**config.mk**
```make
export PLATFORM = sky130hd
export DESIGN_NAME = aes_v2_issue
export DESIGN_NICKNAME = d
export VERILOG_FILES = /design/src/rtl/aes_v2_pkg.sv /design/src/rtl/aes_v2_issue.sv
export SDC_FILE = /design/constraint.sdc
export NUM_CORES = 1
export LEC_CHECK = 0
export ABC_AREA = 1
export CORE_MARGIN = 3
export CORE_UTILIZATION = 55
export DETAILED_ROUTE_END_ITERATION = 7
export DONT_BUFFER_PORTS = 1
export PLACE_DENSITY = 0.7
export SYNTH_ARGS = -nofsm -noshare
export SYNTH_HDL_FRONTEND = slang
export SYNTH_SLANG_ARGS = --single-unit
```
**constraint.sdc**
```tcl
create_clock -name g_clk -period 2.3 [get_ports g_clk]
set_input_delay 0.69 -clock g_clk [delete_from_list [all_inputs] [get_ports g_clk]]
set_output_delay 0.69 -clock g_clk [all_outputs]
set_load 0.03 [all_outputs]
```
**src/rtl/aes_v2_pkg.sv**
```systemverilog
// Shared types for the aes_v2 issue/writeback sequencer.
// State encoding, width default and the op-field bundle.
package aes_v2_pkg;

  localparam int XLEN_DEF = 32;

  typedef enum logic [1:0] {
    ST_IDLE = 2'd0,
    ST_EXEC = 2'd1,
    ST_WB   = 2'd2
  } state_e;

  typedef struct packed {
    logic sub;
    logic enc;
  } aes_op_t;

endpackage

```
**src/rtl/aes_v2_issue.sv**
```systemverilog
// Issue/writeback sequencer in front of the aes_v2 FU.
// Holds operands stable for the FU, then hands the result to writeback.
module aes_v2_issue
  import aes_v2_pkg::*;
#(
  parameter int XLEN    = XLEN_DEF,
  parameter int RD_W    = 5,
  parameter int TIMEOUT = 16
) (
  input  logic            g_clk,
  input  logic            g_reset,
  input  logic            flush,
  input  logic            req_valid,
  output logic            req_ready,
  input  logic            req_sub,
  input  logic            req_enc,
  input  logic [XLEN-1:0] req_rs1,
  input  logic [XLEN-1:0] req_rs2,
  input  logic [RD_W-1:0] req_rd,
  output logic            fu_valid,
  output logic            fu_sub,
  output logic            fu_enc,
  output logic [XLEN-1:0] fu_rs1,
  output logic [XLEN-1:0] fu_rs2,
  input  logic            fu_ready,
  input  logic [XLEN-1:0] fu_rd,
  output logic            wb_valid,
  input  logic            wb_ready,
  output logic [RD_W-1:0] wb_addr,
  output logic [XLEN-1:0] wb_data,
  output logic            busy,
  output logic            err
);

  localparam int CW = $clog2(TIMEOUT + 1);
  localparam logic [CW-1:0] WD_LAST = CW'(TIMEOUT - 1);

  state_e          state_q;
  state_e          state_d;
  aes_op_t         op_q;
  logic [XLEN-1:0] rs1_q;
  logic [XLEN-1:0] rs2_q;
  logic [XLEN-1:0] res_q;
  logic [RD_W-1:0] rd_q;
  logic            kill_q;
  logic            err_q;
  logic [CW-1:0]   wd_q;

  logic accept;
  logic discard;
  logic in_exec;
  logic wd_tick;

  assign in_exec = (state_q == ST_EXEC);

  assign req_ready = !flush && !g_reset &&
                     ((state_q == ST_IDLE) ||
                      ((state_q == ST_WB) && wb_ready));

  assign accept  = req_valid && req_ready;
  // A flush landing on the fu_ready cycle also kills the result.
  assign discard = kill_q || flush;
  assign wd_tick = in_exec && !fu_ready;

  assign fu_valid = in_exec;
  assign fu_sub   = op_q.sub;
  assign fu_enc   = op_q.enc;
  assign fu_rs1   = rs1_q;
  assign fu_rs2   = rs2_q;

  assign wb_valid = (state_q == ST_WB);
  assign wb_addr  = rd_q;
  assign wb_data  = res_q;

  assign busy = (state_q != ST_IDLE);
  assign err  = err_q;

  // Next-state selection for the IDLE/EXEC/WB sequence.
  always_comb begin
    state_d = state_q;
    unique case (state_q)
      ST_IDLE: begin
        if (accept) state_d = ST_EXEC;
      end
      ST_EXEC: begin
        if (fu_ready) state_d = discard ? ST_IDLE : ST_WB;
      end
      ST_WB: begin
        if (flush)         state_d = ST_IDLE;
        else if (wb_ready) state_d = accept ? ST_EXEC : ST_IDLE;
      end
      default: state_d = ST_IDLE;
    endcase
  end

  // State register.
  always_ff @(posedge g_clk) begin
    if (g_reset) state_q <= ST_IDLE;
    else         state_q <= state_d;
  end

  // Operand and destination capture on accept only.
  always_ff @(posedge g_clk) begin
    if (g_reset) begin
      op_q  <= '0;
      rs1_q <= '0;
      rs2_q <= '0;
      rd_q  <= '0;
    end else if (accept) begin
      op_q.sub <= req_sub;
      op_q.enc <= req_enc;
      rs1_q    <= req_rs1;
      rs2_q    <= req_rs2;
      rd_q     <= req_rd;
    end
  end

  // Result capture when a live op completes.
  always_ff @(posedge g_clk) begin
    if (g_reset)
      res_q <= '0;
    else if (in_exec && fu_ready && !discard)
      res_q <= fu_rd;
  end

  // Kill flag: a flushed op keeps running, its result is dropped.
  always_ff @(posedge g_clk) begin
    if (g_reset)
      kill_q <= 1'b0;
    else if (in_exec && fu_ready)
      kill_q <= 1'b0;
    else if (in_exec && flush)
      kill_q <= 1'b1;
    else if (accept)
      kill_q <= 1'b0;
  end

  // Saturating watchdog with a sticky error flag.
  always_ff @(posedge g_clk) begin
    if (g_reset) begin
      wd_q  <= '0;
      err_q <= 1'b0;
    end else begin
      if (accept)
        wd_q <= '0;
      else if (wd_tick && (wd_q != CW'(TIMEOUT)))
        wd_q <= wd_q + 1'b1;
      if (wd_tick && (wd_q >= WD_LAST))
        err_q <= 1'b1;
    end
  end

endmodule

```
* Yosys cells after proc, flatten, opt, wreduce, memory -nomap -nowiden
Index checks and enable logic that the tools add are counted.
** Word-level totals
- Bits in registers :: 112
- Bits in latches :: 0
- Bits in writable memories :: 0
- Bits in read-only memories :: 0
- Bits of input ports :: 109
- Output and inout port bits :: 108
- Memories kept :: 0
** Operators by class
- Add/subtract/negate cells :: 1
- Multiply operators :: 0
- Divide/modulo/power cells :: 0
- Order comparisons :: 1
- Equal/unequal tests :: 6
- Shift-type cells :: 0
- Muxes and demuxes :: 9
- Bitwise operators :: 0
- Reductions and logical operators :: 22
** Operators with widths (count)
- $logic_and A1 B1 Y1 :: 10
- $mux W2 :: 5
- $pmux W2 S3 :: 1
- $add A5 B1 Y5 const B :: 1
- $ge A5 B4 Y1 const B :: 1
- $ne A5 B5 Y1 const B :: 1
- $logic_not A1 Y1 :: 4
- $ne A2 B2 Y1 const B :: 2
- $reduce_bool A2 Y1 :: 2
- $reduce_or A2 Y1 :: 2
- $mux W1 :: 3
- $ne A3 B2 Y1 const B :: 1
- $reduce_and A3 Y1 :: 1
- $eq A2 B1 Y1 const B :: 1
- $eq A2 B2 Y1 const B :: 1
- $logic_not A2 Y1 :: 1
- $logic_or A1 B1 Y1 :: 2

* Depth between registers and ports, before layout
- Depth in word-level cells :: 9
- Gate-level depth with buffers :: 8

* Worst setup path after synthesis
Ideal clock, no wire load.
- Path type :: input -> output
- Start :: input wb_ready
- End :: output req_ready
- Arrival :: 1.772 ns
- Setup slack :: -0.162 ns
- Cell stages on the path :: 4
- Buffers on the path :: 0
- Path through :: inv_1 > nand2_1 > inv_1 > nor4_1
** On the way
- Word-level cells in the longest chain between the ends :: 3
** Ends and longest elaborated chain
- start: declaration :: RTL line aes_v2_issue.sv:28 : input logic wb_ready,
- $logic_and A1 B1 Y1 :: RTL line aes_v2_issue.sv:58 : ((state_q == ST_WB) && wb_ready));
- $logic_or A1 B1 Y1 :: RTL line aes_v2_issue.sv:57 : ((state_q == ST_IDLE) ||
- $logic_and A1 B1 Y1 :: RTL line aes_v2_issue.sv:56 : assign req_ready = !flush && !g_reset &&
- end: declaration :: RTL line aes_v2_issue.sv:14 : output logic req_ready,
Every way passes these cells.

* Final worst setup path
- Start :: register state_q[1]
- End :: output wb_valid
** On the way
- Word-level cells in the longest chain between the ends :: 1
** Ends and longest elaborated chain
- start: declaration :: RTL line aes_v2_issue.sv:38 : state_e state_q;
- start signal: assignment :: RTL line aes_v2_issue.sv:99 : else state_q <= state_d;
- $eq A2 B2 Y1 :: RTL line aes_v2_issue.sv:71 : assign wb_valid = (state_q == ST_WB);
- end: declaration :: RTL line aes_v2_issue.sv:27 : output logic wb_valid,
Every way passes these cells.

==> results.md <==
- Pin count of the biggest net entering global routing: 107
- RSZ-0062 raised after global routing: false
- GRT overflow: 0
- DRT iter0 DRCs: 111
- Number of global-route vias before repair: 3016
- DRT antenna net count: 0
- Cts hold-fix bufs: 0
- Final Cell Area: 4353 um^2
- Initial Utilization: 0.5709
- Top Layer Used: met4
- Fin cells: 616
- Synth area leaders: dfxtp_1 (54%), o21ai_0 (9.7%), nand3_1 (8.8%)
- Worst slack, placed: 0.3848 ns
- Post-CTS Setup Bufs: 0
- Yosys warning total: 0
- Peak VDD IR: 0.3667 mV
- Critical path required time: 1.61 ns
- DP Area: 4179 um^2
- Routed len/inst: 14.76 um
- # port buffers: 0
- First-pass GRT wire length: 14.15 mm
- Routed via count: 3172
- Antenna violations before repair: 0
- Complex-gate fraction of the synthesized area: 0.1327
- CTS tree: built
- PwrDens: 803.4 nW/um^2
- Setup TNS: 0 ns
- Area share of the largest cell type after synthesis: 0.5357
- Yosys reg bits: 112
- Fill count: 668
- Worst hold path depth: 1
- Drt drc: 0
- Total GRT Usage: 0.2018
- Core Rows: 31
- Clock latency on the worst-skew pair: 0.35 ns
- Post-synthesis mux area share: 0
- Overall Power: roughly 3.5 mW
- FF-to-FF Start: state_q[0]$_SDFFE_PP0P_
- I/O pins: 217
- Area of the multi-input gates: between 1000 and 1500 um^2
- Final core occ: 0.5938
- WL met3: 1.043 mm
- FF-to-FF path depth: 6
- Slew Limit Fails: 0
- Post-CTS Resized: 0
- P&R area growth vs syn: 4.006%
- Kind of critical path: flop to output port
- Worst Setup SP: state_q[1]$_SDFFE_PP0P_
- Die X: 93.23 um
- Post-synthesis adder-cell area fraction: 0.008969
- Minimum clock period: 1.982 ns
- Placed instance count: 600
- Register Area: 2242 um^2
- CP Capture Type: output port
- Sink Count: 112
- Crit path DAT: 1.29 ns
- Setup-failing EPs final: 0
- DIE AREA: 8692 um^2
- Final Cycle Share: 0.8618
- Core Area: 7331 um^2
- WHS: 0.3918 ns
- CTS H-tree lvls: 3
- Share of cells above drive strength 1: 0.05222
- Final nets: 624
- Largest family of logic cells by synthesized area: simple AND/OR/NAND/NOR gates
- Clock buffer depth: 2
- Yosys top cell by area: dfxtp_1
- Max Fanout on Critical Path: 3
- Hold WC Path Type: input port to flop
- Synthesized cell area: 4185 um^2
- Clk root buf: clkbuf_8
- Worst slew pin tran: 0.5623 ns
- Most frequent cells in the layout: dfxtp_1 (112), inv_1 (83), o21ai_0 (81), nand3_1 (74), nor2_1 (73)
- Final Skew: 0.008566 ns
- Slew HR: 0.6237
- Synth Area per Inst: roughly 7.9 um^2
- Vias per cell: 5.149
- CP Launch Type: flop
- Post-Syn Nets: 640
- FMAX: 504.5 MHz
- WL final: 9.094 mm
- Maximum Capacitance Violations: 0
- Clock-pin slew on the worst setup and hold paths: ~0.10 ns
- Status: completed
- CTS Buf Count: 9
- Distinct cells, synth: 24
- Worst Hold Launch: g_reset
- Cells after synthesis: 528
- Simple-gate share of the synthesized area: 0.1976
- Routability cong.: 0.7902
- Wl on met1: 3.571 mm
- Leading cell type in the layout, fill and taps excluded: dfxtp_1
- Post-synthesis sequential area ratio: 0.5357
- Fin worst setup slack: 0.3177 ns
- Final HPWL DP: 6.612 mm
- Post-Synth XOR/XNOR Area: 0
- DR pass1 iterations: 4
- Die height: ~93 um
- Final number of hold-violating endpoints: 0
- Antenna diode count: 0
- Metal2 WL: 4.297 mm
- Leak: roughly 1.9 nW
flip-flops by register name, summed over array words and instances (netlist names):
register and cells:
err 1, fu_enc 1, fu_rs1 32, fu_rs2 32, fu_sub 1, kill_q 1
state_q 2, wb_addr 5, wb_data 32, wd_q 5
synth_stat cells:
library cell and count:
clkinv_2 1, nor4_1 1, nor2_2 1, nand4_1 1, inv_1 83, ha_1 3
clkbuf_1 13, nor3_1 1, a21oi_1 6, o21ai_0 81, clkbuf_2 4, o21ai_1 24
buf_1 1, buf_2 5, nand4_4 1, nand3b_1 1, dfxtp_1 112, nor2_4 1
inv_2 2, nand3_1 74, nand2_1 29, nand3_2 1, buf_6 9, nor2_1 73
cell type report:
type,instances,area share
clock buffer,11,0.03018
clock inverter,5,0.009773
inverter,86,0.07445
multi-input combinational,298,0.3277
sequential,112,0.5151
tap,99,0.02846
timing repair buffer,5,0.01437
path summary, 6_finish.rpt:
path / to / slack, ns
setup / recovery: wb_valid / 0.32
hold / removal: state_q[1]$_SDFFE_PP0P_ / 0.39
hold reg to reg: wd_q[3]$_SDFFE_PP0P_ / 0.52
setup reg to reg: wb_data[25]$_SDFFE_PP0P_ / 0.56
routing by layer:
metal | vias to the layer above | global-route usage
li1 | 1645 | -
met1 | 1360 | 0.2214
met2 | 151 | 0.3347
met3 | 16 | 0.08769
met4 | 0 | 0.09402
met5 | - | 0
report_power, final:
group / internal [mW] / leakage (nW) / switching [mW] / total [mW]
Clock: 0.406 / 0.0841 / 0.634 / 1.04
Sequential: 2.03 / 0.912 / 0.229 / 2.25
Combinational: 0.0701 / 0.863 / 0.134 / 0.204
kinds of logic (layout without fill, tap and decap cells):
| logic type | after synthesis | count (layout) |
|---|---|---|
| and+or+nand+nor | 184 | 184 |
| adders and majority gates | 3 | 3 |
| DFF | 112 | 112 |
| AOI/OAI and AO/OA | 111 | 111 |
| buffers and inverters | 118 | 107 |
worst max-delay path, stage by stage (launching register included):
cell and delay (ns):
dfxtp_1 0.41, inv_1 0.09, nor2_1 0.44
No activity file was read; power rests on OpenSTA's default activity.
